File: src/rtl/bus_grant_controller.sv
// Time-sliced round-robin grant controller for a shared tri-state bus.
// The grant is held while the owner keeps requesting, up to QUANTUM cycles when
// others wait. Every release is followed by GAP_CYCLES idle cycles.
module bus_grant_controller #(
    parameter int N_REQ      = 4,
    parameter int QUANTUM    = 16,
    parameter int GAP_CYCLES = 1,
    parameter int CNT_W      = 5
) (
    input  logic                     clk,
    input  logic                     reset,
    input  logic [N_REQ-1:0]         req,
    output logic [N_REQ-1:0]         grant,
    output logic [$clog2(N_REQ)-1:0] owner,
    output logic                     busy,
    output logic                     expired,
    output logic [CNT_W-1:0]         hold_count
);

    localparam int IDX_W = $clog2(N_REQ);
    localparam int GAP_W = (GAP_CYCLES > 1) ? $clog2(GAP_CYCLES) : 1;
    localparam logic [CNT_W-1:0] HOLD_MAX = CNT_W'(QUANTUM - 1);
    localparam logic [GAP_W-1:0] GAP_LAST = GAP_W'(GAP_CYCLES - 1);

    typedef enum logic [1:0] {
        S_IDLE  = 2'd0,
        S_GRANT = 2'd1,
        S_GAP   = 2'd2
    } state_t;

    state_t             state_reg;
    logic [IDX_W-1:0]   last_reg;
    logic [GAP_W-1:0]   gap_reg;
    logic [N_REQ-1:0]   grant_reg;
    logic [IDX_W-1:0]   owner_reg;
    logic               busy_reg;
    logic               expired_reg;
    logic [CNT_W-1:0]   hold_reg;

    logic [N_REQ-1:0]   others_next;
    logic [N_REQ-1:0]   win_onehot_next;
    logic [IDX_W-1:0]   win_idx_next;
    logic               win_valid_next;

    genvar gi;
    generate
        for (gi = 0; gi < N_REQ; gi++) begin : g_bits
            assign others_next[gi]     = req[gi] && (owner_reg != IDX_W'(gi));
            assign win_onehot_next[gi] = win_valid_next && (win_idx_next == IDX_W'(gi));
        end
    endgenerate

    // Circular search starting just after the last winner; iterating from the
    // farthest candidate down lets the nearest set request overwrite the result.
    always_comb begin
        int idx;
        win_valid_next = 1'b0;
        win_idx_next   = '0;
        idx            = 0;
        for (int k = N_REQ; k >= 1; k--) begin
            idx = int'(last_reg) + k;
            if (idx >= N_REQ) begin
                idx = idx - N_REQ;
            end
            if (req[IDX_W'(idx)]) begin
                win_valid_next = 1'b1;
                win_idx_next   = IDX_W'(idx);
            end
        end
    end

    always_ff @(posedge clk) begin
        if (!reset) begin
            state_reg   <= S_IDLE;
            last_reg    <= IDX_W'(N_REQ - 1);
            gap_reg     <= '0;
            grant_reg   <= '0;
            owner_reg   <= '0;
            busy_reg    <= 1'b0;
            expired_reg <= 1'b0;
            hold_reg    <= '0;
        end else begin
            expired_reg <= 1'b0;
            case (state_reg)
                S_IDLE: begin
                    if (win_valid_next) begin
                        state_reg <= S_GRANT;
                        grant_reg <= win_onehot_next;
                        owner_reg <= win_idx_next;
                        busy_reg  <= 1'b1;
                        hold_reg  <= '0;
                        last_reg  <= win_idx_next;
                    end
                end
                S_GRANT: begin
                    // A voluntary release wins over preemption, so expired stays low.
                    if (!req[owner_reg] || (hold_reg == HOLD_MAX && |others_next)) begin
                        state_reg   <= S_GAP;
                        grant_reg   <= '0;
                        busy_reg    <= 1'b0;
                        hold_reg    <= '0;
                        gap_reg     <= '0;
                        expired_reg <= req[owner_reg];
                    end else if (hold_reg != HOLD_MAX) begin
                        hold_reg <= hold_reg + CNT_W'(1);
                    end
                end
                S_GAP: begin
                    if (gap_reg == GAP_LAST) begin
                        if (win_valid_next) begin
                            state_reg <= S_GRANT;
                            grant_reg <= win_onehot_next;
                            owner_reg <= win_idx_next;
                            busy_reg  <= 1'b1;
                            hold_reg  <= '0;
                            last_reg  <= win_idx_next;
                        end else begin
                            state_reg <= S_IDLE;
                        end
                    end else begin
                        gap_reg <= gap_reg + GAP_W'(1);
                    end
                end
                default: begin
                    state_reg <= S_IDLE;
                    grant_reg <= '0;
                    busy_reg  <= 1'b0;
                    hold_reg  <= '0;
                end
            endcase
        end
    end

    assign grant      = grant_reg;
    assign owner      = owner_reg;
    assign busy       = busy_reg;
    assign expired    = expired_reg;
    assign hold_count = hold_reg;

endmodule

File: config.mk
export PLATFORM = sky130hd
export DESIGN_NAME = bus_grant_controller
export DESIGN_NICKNAME = d
export VERILOG_FILES = /design/src/rtl/bus_grant_controller.sv
export SDC_FILE = /design/constraint.sdc
export NUM_CORES = 1
export LEC_CHECK = 0
export CAP_MARGIN = 30
export CORE_MARGIN = 2
export CORE_UTILIZATION = 30
export CTS_CLUSTER_SIZE = 30
export DETAILED_ROUTE_END_ITERATION = 8
export DONT_BUFFER_PORTS = 1
export PLACE_DENSITY = 0.43
export SYNTH_ARGS = -nofsm -noshare
export SYNTH_HDL_FRONTEND = slang
export SYNTH_SLANG_ARGS = --single-unit
File: constraint.sdc
create_clock -name clk -period 1.65 [get_ports clk]
set_input_delay 0.33 -clock clk [delete_from_list [all_inputs] [get_ports clk]]
set_output_delay 0.33 -clock clk [all_outputs]
set_load 0.01 [all_outputs]
==> flow_summary_export.csv <==
group,metric,value,unit
outcome,status,"complete, no violations",
final_layout,fillers,319,
routing,wl_met2,1.08,mm
timing,fin_skew,0.000494,ns
routing,dr_wl_met3,101,um
logic_synthesis,syn_area,912,um2
power,p_sw,0.000262,W
worst_setup_path,crit_type,"register to register",
routing,drc,0,
die,die_x,59.1,um
logic_synthesis,synthesis.nets,114,
die,io_pins,19,
worst_setup_path,startpoint_type,"register",
die,initial_core_util,0.306,
cts,clkTransAtPathRegs,0.11,ns
routing,vias,837,
timing,relSlewSlack,0.717,
cts,cts.sinks,17,
routing,drt_pre_antenna_iters,4,
routing,routed_via_density,5.40,
logic_synthesis,yosys_warnings,0,
cts,cts-root-buf,"clkbuf_4",
worst_setup_path,worstPathArrival,1.76,ns
final_layout,syn2layout_area_growth,23.2,%
timing,finalSetupViolCount,0,
timing,setup_tns,0,ns
power,power_density,777,nW/um2
grt,grt_first_pass_wirelength,3.73,mm
routing,antenna_left,0,
min_path,holdCritPathClass,"input port to register",
die,die_area,3500,um2
timing,tightestPinTransition,0.424,ns
power,power_frac_comb,0.194,
power,clkPwrFrac,0.267,
cts,clk_latency,0.29,ns
logic_synthesis,synthCells,106,
power,swShare,0.300,
die,die_y,59.1,um
final_layout,fin_nets,131,
place,place_area,1020,um2
routing,met1_length,1.00,mm
worst_setup_path,cp.required,1.84,ns
logic_synthesis,ys.flop_type,"dfxtp_1",
place,portBuffers,0,
power,p_leak,0.405,nW
grt,grt_start_max_net_pins,17,
cts,cts_made_buffers,3,
worst_setup_path,r2r_slack,0.08,ns
grt,grt_overflow,0,
grt,grt_antenna_before_repair,0,
die,rows,20,
worst_setup_path,crit_fanout,4,
logic_synthesis,synth_seq_cells,17,
final_layout,largest_reg_flops,5,
grt,grt_pass1_vias,802,
final_layout,n_antenna_cell,0,
logic_synthesis,syn_avg_cell_area,8.60,um2
power,power_frac_seq,0.539,
die,coreArea,2980,um2
final_layout,layout_common_cells,"buf_4, dfxtp_1, nand2_1",
logic_synthesis,seq_area_frac_synth,0.373,
cts,cts_tree,"yes",
power,p_int,0.000611,W
cts,htree_levels,1,
logic_synthesis,synth.distinct_cells,39,
routing,avgRoutedWirePerCell,14.2,um
timing,final-max-slew-violation-count,0,
worst_setup_path,crit_path_end_kind,"register",
power,peakVddDrop,427,uV
cts,clockBufferDepth,2,
final_layout,drive_gt1_frac,0.270,
routing,highest_layer,"met4",
logic_synthesis,synth_edf_count,0,
run,cap_violations,0,
cts,ctsHoldBuffers,0,
timing,post-route-period-util,0.952,
final_layout,final_common_cell,"buf_4",
grt,grt_usage,0.142,
final_layout,final_core_util,0.377,
timing,fmax,636,MHz
place,dp_hpwl,1.56,mm
routing,postRouteWirelength,2.20,mm
timing,rsz0062_at_grt,"yes",
final_layout,stdcell_area,1120,um2
place,globalplace.congestion,0.748,
routing,drt_iter0_drc,31,
timing,finalHoldViolCount,0,
timing,period_needed,1.57,ns
logic_synthesis,synthArstFlopShare,0,
per-stage QoR:
| step | setup WS (ns) | power, W | std cells | hold slack (ns) |
|---|---|---|---|---|
| 6_report | 0.0789 | 0.000873 | 155 | 0.102 |
| 5_1_grt | -0.0298 | 0.000931 | 155 | 0.0830 |
| 4_1_cts | 0.0294 | 0.000876 | 152 | 0.0967 |
| 3_5_place_dp | -0.00594 | 0.000643 | 146 | 0.412 |
| 3_3_place_gp | 0.00557 | 0.000641 | 146 | 0.410 |
| 2_1_floorplan | 0.0142 | 0.000602 | 106 | 0.450 |
synth_stat cells (3+ instances only):
cell,count,area (um2)
nor2_1,7,26.3
nand2b_1,3,18.8
a21boi_1,3,22.5
nor3_1,3,15.0
a22oi_1,3,22.5
nor2b_1,4,25.0
nand2_1,9,33.8
a21oi_1,5,25.0
dfxtp_1,17,340
nand4_1,3,18.8
nand3_1,5,25.0
o21ai_0,7,35.0
o21ai_1,3,15.0
inv_1,4,15.0
path summary, 6_finish.rpt:
| kind | startpoint | to | depth (start not counted) |
|---|---|---|---|
| worst max-delay path | owner[0] | hold_count[0] | 5 |
| worst min-delay path | reset | last_reg[1] | 1 |
| worst max register to register | owner[0] | hold_count[0] | 5 |
| worst min register to register | owner[1] | owner[1] | 2 |
kinds of logic after synthesis:
kind of cell	share of synthesized area
adder cells (fa/ha/maj)	0.0274
AO/OA/AOI/OAI	0.225
multiplexers	0.0357
AND/OR/NAND/NOR	0.309
flip-flops	0.373
buffers and inverters	0.0302
layer usage:
metal  up-vias  GRT usage
met5         -          0
met4         0     0.0292
met3         2     0.0502
met2        18      0.235
met1       396      0.178
li1        421          -
power groups by stage:
stage / clock network, W / logic [W] / registers (W)
after global routing: 0.000265 / 0.000190 / 0.000477
after floorplan: 0 / 0.000120 / 0.000481
after CTS: 0.000242 / 0.000162 / 0.000472
final: 0.000233 / 0.000169 / 0.000471
after global placement: 0 / 0.000160 / 0.000480
after detailed placement: 0 / 0.000161 / 0.000482
critical path, stage by stage, from the launching register on:
cell and delay, ns:
dfxtp_4 0.37, mux4_2 0.54, and3b_4 0.22, nor4b_4 0.13, a31oi_1 0.13, o21ai_1 0.08
final cells by class:
type	count	area, um2	share of cell area
flip-flops and latches	17	348	0.310
clock inverters	1	5.00	0.00445
clock buffers	3	22.5	0.0200
inverters	4	15.0	0.0134
repair buffers	15	113	0.100
well taps	33	41.3	0.0367
multi-input cells	82	579	0.516
what timing repair did:
action | in CTS | in global routing
pin swaps | 1 | 1
endpoints found under the setup margin | 2 | 9
setup buffers | 2 | 3
resized for setup | 2 | 5
No activity file was read; power rests on OpenSTA's default activity.
